[config.mk]
export PLATFORM = sky130hd
export DESIGN_NAME = gpio_debounce
export DESIGN_NICKNAME = d
export VERILOG_FILES = /design/src/rtl/gpio_debounce_pkg.sv /design/src/rtl/gpio_debounce_bit.sv /design/src/rtl/gpio_debounce.sv
export SDC_FILE = /design/constraint.sdc
export NUM_CORES = 1
export LEC_CHECK = 0
export CAP_MARGIN = 20
export CORE_MARGIN = 2
export CORE_UTILIZATION = 50
export DETAILED_ROUTE_END_ITERATION = 16
export GPL_TIMING_DRIVEN = 0
export PLACE_DENSITY = 0.73
export SYNTH_ARGS = -nofsm -noshare
export SYNTH_HDL_FRONTEND = slang
export SYNTH_SLANG_ARGS = --single-unit
[constraint.sdc]
create_clock -name clk_i -period 2.75 [get_ports clk_i]
set_clock_uncertainty 0.1 [all_clocks]
set_input_delay 0.55 -clock clk_i [delete_from_list [all_inputs] [get_ports clk_i]]
set_output_delay 0.55 -clock clk_i [all_outputs]
set_load 0.05 [all_outputs]
[src/rtl/gpio_debounce_pkg.sv]
// Shared constants for the GPIO debouncer: the board clock, the debounce time and
// the per-bit counter width helper.
package gpio_pkg;

    localparam int unsigned GPIO_WIDTH              = 32'd8;
    localparam int unsigned CLK_HZ                  = 32'd50000000;
    localparam int unsigned DEBOUNCE_MS             = 32'd5;
    localparam int unsigned DEBOUNCE_CYCLES_DEFAULT = (CLK_HZ / 32'd1000) * DEBOUNCE_MS;

    // Counter must hold 0..DEBOUNCE_CYCLES
    function automatic int unsigned cnt_width(input int unsigned cycles);
        return $clog2(cycles + 32'd1);
    endfunction

endpackage

[src/rtl/gpio_debounce_bit.sv]
// One debounced GPIO bit: two-flop synchronizer, stability counter, accepted level
// and, when GPIO_DEBOUNCE_EDGE_EN is defined, registered rise/fall pulses.
module gpio_debounce_bit
    import gpio_pkg::*;
#(
    parameter int unsigned DEBOUNCE_CYCLES = DEBOUNCE_CYCLES_DEFAULT
) (
    input  logic clk_i,
    input  logic reset_i,
    input  logic gpio_i,
    output logic gpio_o,
    output logic rise_o,
    output logic fall_o
);

    localparam int unsigned        CNT_W   = cnt_width(DEBOUNCE_CYCLES);
    localparam logic [CNT_W-1:0]   CNT_MAX = CNT_W'(DEBOUNCE_CYCLES - 32'd1);

    logic             sync1_q;
    logic             sync2_q;
    logic             state_q;
    logic             state_d;
    logic [CNT_W-1:0] cnt_q;
    logic [CNT_W-1:0] cnt_d;

    // Count consecutive cycles the synchronized input differs from the accepted level;
    // a single agreeing cycle throws the count away.
    always_comb begin
        state_d = state_q;
        cnt_d   = {CNT_W{1'b0}};
        if (sync2_q != state_q) begin
            if (cnt_q == CNT_MAX) begin
                state_d = sync2_q;
                cnt_d   = {CNT_W{1'b0}};
            end else begin
                cnt_d   = cnt_q + CNT_W'(32'd1);
            end
        end else begin
            cnt_d = {CNT_W{1'b0}};
        end
    end

    // Synchronizer, counter and accepted-level registers
    always_ff @(posedge clk_i) begin
        if (!reset_i) begin
            sync1_q <= 1'b0;
            sync2_q <= 1'b0;
            state_q <= 1'b0;
            cnt_q   <= {CNT_W{1'b0}};
        end else begin
            sync1_q <= gpio_i;
            sync2_q <= sync1_q;
            state_q <= state_d;
            cnt_q   <= cnt_d;
        end
    end

    assign gpio_o = state_q;

`ifdef GPIO_DEBOUNCE_EDGE_EN
    logic rise_q;
    logic rise_d;
    logic fall_q;
    logic fall_d;

    // Pulses line up with the first cycle the new level is visible on gpio_o
    always_comb begin
        rise_d = state_d & ~state_q;
        fall_d = ~state_d & state_q;
    end

    // Edge pulse registers
    always_ff @(posedge clk_i) begin
        if (!reset_i) begin
            rise_q <= 1'b0;
            fall_q <= 1'b0;
        end else begin
            rise_q <= rise_d;
            fall_q <= fall_d;
        end
    end

    assign rise_o = rise_q;
    assign fall_o = fall_q;
`else
    assign rise_o = 1'b0;
    assign fall_o = 1'b0;
`endif

endmodule

[src/rtl/gpio_debounce.sv]
// WIDTH-bit GPIO input conditioner built from independent per-bit debouncers.
// Define GPIO_DEBOUNCE_EDGE_EN to implement rise_o/fall_o/changed_o; otherwise they read 0.
module gpio_debounce
    import gpio_pkg::*;
#(
    parameter int unsigned WIDTH           = GPIO_WIDTH,
    parameter int unsigned DEBOUNCE_CYCLES = DEBOUNCE_CYCLES_DEFAULT
) (
    input  logic             clk_i,
    input  logic             reset_i,
    input  logic [WIDTH-1:0] gpio_i,
    output logic [WIDTH-1:0] gpio_o,
    output logic [WIDTH-1:0] rise_o,
    output logic [WIDTH-1:0] fall_o,
    output logic             changed_o
);

    for (genvar n = 0; n < WIDTH; n++) begin : g_bit
        gpio_debounce_bit #(
            .DEBOUNCE_CYCLES(DEBOUNCE_CYCLES)
        ) u_bit (
            .clk_i  (clk_i),
            .reset_i(reset_i),
            .gpio_i (gpio_i[n]),
            .gpio_o (gpio_o[n]),
            .rise_o (rise_o[n]),
            .fall_o (fall_o[n])
        );
    end

    assign changed_o = |(rise_o | fall_o);

endmodule

==> results, run 1 <==
- The layout cell share with drive strength beyond 1 is under 10%.
- In this run the critical register-to-register path is captured at g_bit[2].u_bit.cnt_q[8].
- For hold timing, the worst endpoint is g_bit[2].u_bit.sync2_q.
- For this design the static power due to leakage is roughly 2.6 nW.
- CTS saw 168 sinks.
- In this run, synthesis inferred 0 flip-flops with an integrated enable.
- The worst pin sits at a relative slew slack of between 40% and 50%.
- In the synthesized netlist the async set-or-reset flop fraction comes to 0%.
- The kind of path behind the tightest hold check is flop to flop.
- The internal cell power is slightly below 0.004 W.
- In this run the remaining antenna-violating nets after routing total 0.
- The total DRC errors in the routed layout is 0.
- The total number of H-tree levels is 4.
- The switching share of power is between 20% and 30%.
- The clock network burns between 40 and 50% of the power.
- The worst path needs 2420 ps of the cycle, external delays included.
- The count of endpoints failing hold in the final timing report came to 0.
- In this run the power density over the cells is 585 mW/mm2.
- Dividing the final minimum period by the clock period gives roughly 88%.
- The worst setup path is captured at a flop.
- The net switching power of the design is just over 0.001 W.
- 0 antenna diodes ended up in the layout.
- The flow ran to the end, and the final reports show no timing, DRC or antenna violations.
- The fill cell total of the finished layout is roughly 1300.
- The most area-hungry cell type in the Yosys netlist is dfxtp_1.
- Detailed placement ended at an HPWL of just over 9 mm.
- Detailed routing inserted a total of about 5700 vias.
- The worst register-to-register path begins at g_bit[2].u_bit.cnt_q[0].
- At the worst endpoint, the required time is between 2000 and 3000 ps.
- The global router's overall resource usage is between 10% and 20%.
- After synthesis, the cell types taking the most area are dfxtp_1 45%, xnor2_1 11%, nor2_1 7.8%, nand3_1 3.6%, xor2_1 3.5%.
- The total CTS buffers is 17.
- The number of placement rows is 44.
- The aggregate global routing overflow is 0.
- The layout overhead on the synthesized area is 13.8%.
- The floorplan step defined a die boundary enclosing 0.0159 mm2.
- The maximum clock insertion buffer count is 2.
- The cell area after synthesis is roughly 0.0074 mm2.
- The setup slack of the worst register-to-register path is 330 ps.
- Routability-driven placement finished with a final weighted congestion of about 0.78.
- Setup violations remaining at the end of the flow were counted as 0.
- The cell count after synthesis came out at 847.
- Each instance of the synthesized netlist takes up on average around 8.8 um2.
- Yosys mapped the design onto 46 distinct sky130hd cell types.
- The root buffer cell is clkbuf_16.
- The most used flip-flop cell after synthesis is dfxtp_1.
- The multi-input combinational cells in the finished layout cover a total of ~0.0038 mm2.
- The number of cells on the worst reg-to-reg path is 6.
- The top-level I/O count is 35.
- The number of global-route vias before repair was 5430.
- The number of optimization iterations in the first detailed-route pass is 5.
- For this run, the slowest stage of the critical path takes between 600 and 700 ps.
- The CTS tree is built.
- The worst vdd rail ir drop is 0.431 mV.
- At the worst endpoint, the arrival time is 2620 ps.
- The register area share after synthesis is 45.2%.
- In this run the most critical hold path is launched from g_bit[2].u_bit.sync1_q.
- Setup repair after global routing left no endpoint under its margin.
- The largest net degree at the start of global routing is 17.
- The average wire length per cell after detail routing is about 13 um.
- The slowest cell on the critical path is o211ai_1.
- The number of setup buffers added after CTS is 0.
- The number of max-cap violations is 0.
- Of all nets on the critical path, the largest fanout is 10.
- The number of pins with negative max-slew slack in the final report is 0.
- Using the TritonRoute via totals, the vias-per-cell ratio works out to approximately 5.2.
- The starting DRC count in detailed routing is between 300 and 400.
- The area of placed instances is 0.00789 mm2.
- The Yosys step of the flow raised 0 warnings.
- The placeable core region is 0.0145 mm2.
- Port buffering added 16 buffers.
- The first global-routing pass estimated 24.4 mm of wire.
- After synthesis the netlist holds a flip-flop and latch count of roughly 170.
- The design area is around 0.0085 mm2.
- The width of the die is roughly 130 um.
- The top achievable clock speed is slightly above 400 MHz.
- The share of total power in combinational logic is under 10%.
- The nature of the critical path startpoint is a flop.
- The number of resized instances in the post-cts repair step is 0.
- The net count of the finished layout is between 900 and 1000.
- At the later pin of the worst-skew pair, clock insertion delay measures ~430 ps.
- The register share of total power is 49.6%.
- The die extent in y is around 130 um.
- The critical path goes through ha_1 > and3_1 > nand4_1 > o211ai_1 > clkbuf_1 > nor2_1.
- The slew at the pin closest to its max-slew limit is ~860 ps.
- The number of antenna violations at the first check in global routing is 0.
- The sequential standard cell area is ~0.0034 mm2.
- After synthesis, the largest area contributor takes up 45.2% of total cell area.
- The total negative setup slack is 0 ps.
- The critical path class is flop to flop.
- Along the worst hold path, the cell count comes to 1.
- Across all hold checks on the routed design, the worst slack comes to approximately 330 ps.
- The clock transition at the registers of the reported paths is approximately 60 ps.
- After clock tree synthesis, the flow added hold-fix buffers numbering 0.
- The total detailed-routing wirelength is 13.8 mm.
- The initial core utilization is between 50% and 60%.
cell type report:
class                           instances  share of cell area [%]
Multi-Input combinational cell        623                    44.4
Sequential cell                       168                    39.7
Clock buffer                           21                    5.32
Buffer                                 41                    3.10
Tap cell                              184                    2.72
Timing Repair Buffer                   16                    1.89
Clock inverter                          9                    1.49
Inverter                               31                    1.37
Yosys cell counts, types with 2 or more instances:
| master | n |
|---|---|
| a21oi_1 | 17 |
| and2_1 | 17 |
| and3_1 | 8 |
| and4_1 | 4 |
| buf_2 | 6 |
| buf_4 | 25 |
| clkbuf_1 | 9 |
| dfxtp_1 | 168 |
| ha_1 | 8 |
| inv_1 | 31 |
| mux2i_1 | 3 |
| nand2_1 | 36 |
| nand2b_1 | 3 |
| nand3_1 | 54 |
| nand4_1 | 39 |
| nand4_2 | 2 |
| nor2_1 | 154 |
| nor3_1 | 26 |
| nor4_1 | 40 |
| nor4b_1 | 5 |
| o211ai_1 | 4 |
| o211ai_2 | 5 |
| o21a_1 | 2 |
| o21ai_0 | 9 |
| o31ai_1 | 7 |
| o41ai_1 | 2 |
| or2_2 | 3 |
| or3_1 | 11 |
| or3b_2 | 2 |
| or4_1 | 11 |
| or4b_2 | 2 |
| xnor2_1 | 91 |
| xor2_1 | 30 |
layout by cell type (no fill, tap or decap), types with 5 or more instances in the layout:
cell,Yosys,final
a21oi_1,17,17
and2_1,17,17
and3_1,8,8
buf_2,6,6
buf_4,25,25
clkbuf_1,9,12
clkbuf_16,0,17
clkdlybuf4s50_1,0,16
conb_1,1,17
dfxtp_1,168,168
ha_1,8,8
inv_1,31,31
nand2_1,36,36
nand3_1,54,54
nand4_1,39,39
nor2_1,154,154
nor3_1,26,26
nor4_1,40,40
nor4b_1,5,5
o211ai_2,5,5
o21ai_0,9,9
o31ai_1,7,7
or3_1,11,11
or4_1,11,11
xnor2_1,91,91
xor2_1,30,30
metrics by stage:
step                      setup slack (ps)  total power, W  util (%)  instances
after floorplan                        709         0.00262         -        863
after global placement                 270         0.00264      54.3       1063
after detailed placement               243         0.00264      54.3       1063
after CTS                              311         0.00500      58.3       1093
after global routing                  65.1         0.00512      58.3       1093
final                                  333         0.00495      58.3       1093
critical path: cells and delay by family, from the launching register on:
kind            cells  cell delay [ps]
compound gates      1              660
fa+ha+maj           1              240
buf+inv             1              420
flops               1              370
simple gates        3              480
cells by family after synthesis:
logic type,share of synthesized area (%)
other,0.0504
adder cells (fa/ha/maj),1.35
multiplexers,0.404
XOR/XNOR,14.2
AO/OA/AOI/OAI,4.61
flip-flops,45.2
buffers and inverters,5.09
AND/OR/NAND/NOR,29.1
power by group through the flow:
| stage | logic, W | registers, W | clock network, W |
|---|---|---|---|
| finish | 0.000134 | 0.00246 | 0.00236 |
| global route | 0.000145 | 0.00246 | 0.00252 |
| CTS | 0.000135 | 0.00246 | 0.00241 |
| detailed placement | 0.000134 | 0.00251 | 0 |
| global placement | 0.000133 | 0.00251 | 0 |
| floorplan | 0.000107 | 0.00251 | 0 |
how the worst max path moves through the flow:
stage | startpoint | end | slack (ps) | depth (start not counted)
after global placement | reset_i | g_bit[3].u_bit.sync2_q | 270 | 4
after detailed placement | reset_i | g_bit[3].u_bit.sync2_q | 240 | 4
after floorplan | g_bit[0].u_bit.cnt_q[9] | g_bit[0].u_bit.cnt_q[4] | 710 | 5
final | g_bit[2].u_bit.cnt_q[0] | g_bit[2].u_bit.cnt_q[8] | 330 | 6
after global routing | g_bit[2].u_bit.cnt_q[0] | g_bit[2].u_bit.cnt_q[7] | 70 | 6
after CTS | g_bit[2].u_bit.cnt_q[0] | g_bit[2].u_bit.cnt_q[8] | 310 | 6
sequential cells by signal (all words and copies together), names as in the netlist:
| name | count |
|---|---|
| g_bit.u_bit.sync2_q | 8 |
| g_bit.u_bit.gpio_o | 8 |
| g_bit.u_bit.sync1_q | 8 |
| g_bit.u_bit.cnt_q | 144 |
metal layers:
| metal | wire, um | vias to the layer above | share of wire (%) | global-route usage (%) |
|---|---|---|---|---|
| li1 | - | 3000 | - | - |
| met1 | 6730 | 2637 | 49 | 24.0 |
| met2 | 6410 | 75 | 46 | 29.7 |
| met3 | 431 | 19 | 3.1 | 4.50 |
| met4 | 265 | 0 | 1.9 | 8.02 |
| met5 | 0 | - | 0 | 0 |
No activity file was read; power rests on OpenSTA's default activity.
==> run 2: changes to the inputs <==
Settings changed: GPL_TIMING_DRIVEN 0 to 1.
==> run 2 against run 1 <==
Compared with the run above: first-iteration DRC count shrank 8.2%; via count fell by 2.3%; global-route usage decreased by 1.0 points.
==> results, run 2 (synthesized netlist as in run 1, its figures left out) <==
- The top achievable clock speed is 430 MHz (+4.0%).
- The root buffer cell is clkbuf_16.
- The total CTS buffers came to 17 (unchanged).
- The number of placement rows is 44 (unchanged).
- The headroom to the max-slew limit was 49.6% (+6.6 points).
- The number of sinks driven by the clock tree is 168 (unchanged).
- The layout cell share with drive strength beyond 1 was 6.59% (-1.9 points).
- The count of endpoints failing hold in the final timing report is 0 (unchanged).
- The number of pins with negative max-slew slack in the final report came to 0 (unchanged).
- The nature of the critical path startpoint is a flop.
- The via density per instance is 5.26 (+0.36%).
- The total buffers and inverters traversed by the critical path came to 1 (unchanged).
- The post-CTS repair timing setup buffer count came to 0 (unchanged).
- The clock latency at the later pin of the worst-skew pair was 430 ps (about the same).
- The largest net degree at the start of global routing is 30 (+13).
- The top-level I/O count is 35 (unchanged).
- The die extent in y is 126 um (unchanged).
- The average wire length per cell after detail routing was 12.2 um (-3.8%).
- Walking the worst path, the cells encountered are clkdlybuf4s50_1.
- The number of hold buffers added after cts is 0 (unchanged).
- The longest individual stage delay on the worst path is 830 ps (+170 ps).
- The final estimated routing congestion in global placement is 0.784 (+0.73%).
- The portion of the clock cycle consumed by the worst path in the final layout came to 84.5% (-3.4 points).
- The arrival time at the worst endpoint is 1670 ps (-950 ps).
- The flip-flop count of the largest register, all copies and words added is 144 (unchanged).
- The number of resized instances in the post-cts repair step is 0 (unchanged).
- The total DRC errors in the routed layout is 0 (unchanged).
- g_bit.u_bit.cnt_q holds more flip-flops than any other register.
- The wire length of the first global-routing pass came to 23.1 mm (-5.0%).
- The worst-path maximum fanout is 3 (-7).
- The number of optimization iterations in the first detailed-route pass is 4 (-1).
- The post-layout instance count excluding filler cells is 1064 (-2.7%).
- TritonCTS built the clock tree.
- The placeable core region is 0.0145 mm2 (unchanged).
- The global router's overall resource usage is 17.5% (-1.0 points).
- The aggregate global routing overflow is 0 (unchanged).
- The number of I/O port buffers was 17 (+1).
- The total power per unit cell area is 602 mW/mm2 (+3.0%).
- The slew at the pin closest to its max-slew limit is 754 ps (-102 ps).
- Grouping stages by cell kind, the critical path spends the most delay in buffers and inverters.
- The total number of H-tree levels is 4 (unchanged).
- The met3 demand-to-capacity share in global routing is 3.82% (-0.68 points).
- The number of max-cap violations is 0 (unchanged).
- The detailed-route via count came to 5599 (-2.3%).
- The clock period minus final worst setup slack is 2320 ps (-93.9 ps).
- The total detailed-routing wirelength is 12.9 mm (-6.4%).
- The final net count is 885 (-3.4%).
- The residual antenna-violating net count after detailed routing is 0 (unchanged).
- The most utilized layer in the global route result is met2.
- The slowest cell on the critical path is clkdlybuf4s50_1.
- The initial core utilization was 51.2% (unchanged).
- The maximum clock insertion buffer count is 2 (unchanged).
- The number of global-route vias before repair is 5204 (-4.2%).
- The flow ran to the end, and the final reports show no timing, DRC or antenna violations.
- The tightest min-delay check is of the flop to flop type.
- The full die area came to 0.0159 mm2 (unchanged).
- The power consumption is 0.00501 W (+1.3%).
- The diode insertion count for antenna repair is 0 (unchanged).
- The width of the die came to 126 um (unchanged).
- The count of placed standard cells including taps is 1031 (-3.0%).
- The share of the core filled with cells in the final layout is 57.3% (-1.0 points).
- The total negative setup slack is 0 ps (unchanged).
- The met2 capacity usage during global routing was 28.7% (-0.95 points).
- The leakage power came to 2.51 nW (-4.3%).
- STA classifies the critical path endpoint as a primary output.
- The data required time of the critical path is 2100 ps (-850 ps).
- The critical path in this run is classified as flop to primary output.
- The top cell types in the final layout, fill and taps aside, are 168 x dfxtp_1, 154 x nor2_1, 91 x xnor2_1.
- The library cell used most frequently in the layout, excluding fill and tap cells, is dfxtp_1.
- The final-layout worst hold slack is 336 ps (+1.51 ps).
- The number of failing setup endpoints in the final timing report is 0 (unchanged).
- The met1 global-route usage is 22.0% (-2.0 points).
- The clock transition at the registers of the reported paths was 60 ps (about the same).
- The area growth from synthesis to layout is 11.8%.
- Setup repair after global routing left no endpoint under its margin.
- The number of antenna violations at the first check in global routing came to 0 (unchanged).
- The worst vdd rail ir drop is 0.450 mV (+4.6%).
- The starting DRC count in detailed routing was 293 (-8.2%).
- The detailed placement HPWL is 8.72 mm (-6.5%).
-- run 2: where the power goes --
group / internal, W / switching, W / total (W)
registers: 0.00245 / 0.00000769 / 0.00246
logic: 0.0000279 / 0.0000859 / 0.000114
clock network: 0.00150 / 0.000945 / 0.00244
-- run 2: final timing paths --
| check | slack (ps) | depth (start not counted) | from | to |
|---|---|---|---|---|
| setup / recovery | 430 | 1 | g_bit[2].u_bit.gpio_o | gpio_o[2] |
| hold / removal | 340 | 1 | g_bit[3].u_bit.sync1_q | g_bit[3].u_bit.sync2_q |
| setup reg to reg | 520 | 6 | g_bit[4].u_bit.cnt_q[0] | g_bit[4].u_bit.cnt_q[6] |
| hold reg to reg | 340 | 1 | g_bit[3].u_bit.sync1_q | g_bit[3].u_bit.sync2_q |
-- run 2: layout make-up --
| type | instances | area [um2] |
|---|---|---|
| well taps | 184 | 230 |
| repair buffers | 26 | 238 |
| flip-flops and latches | 168 | 3360 |
| clock buffers | 21 | 470 |
| clock inverters | 11 | 145 |
| multi-input cells | 623 | 3760 |
| inverters | 31 | 116 |
| fillers | 1271 | 6210 |
-- run 2: routing by layer --
layer  up-vias  wire, um
li1       2937         -
met1      2569      6280
met2        71      5980
met3        22       420
met4         0       272
met5         -         0
-- run 2: metrics by stage --
stage | setup slack (ps) | instance area, um2
detailed placement | 352 | 7700
CTS | 341 | 8320
floorplan | 709 | 7500
global route | 352 | 8320
finish | 426 | 8320
global placement | 379 | 7700
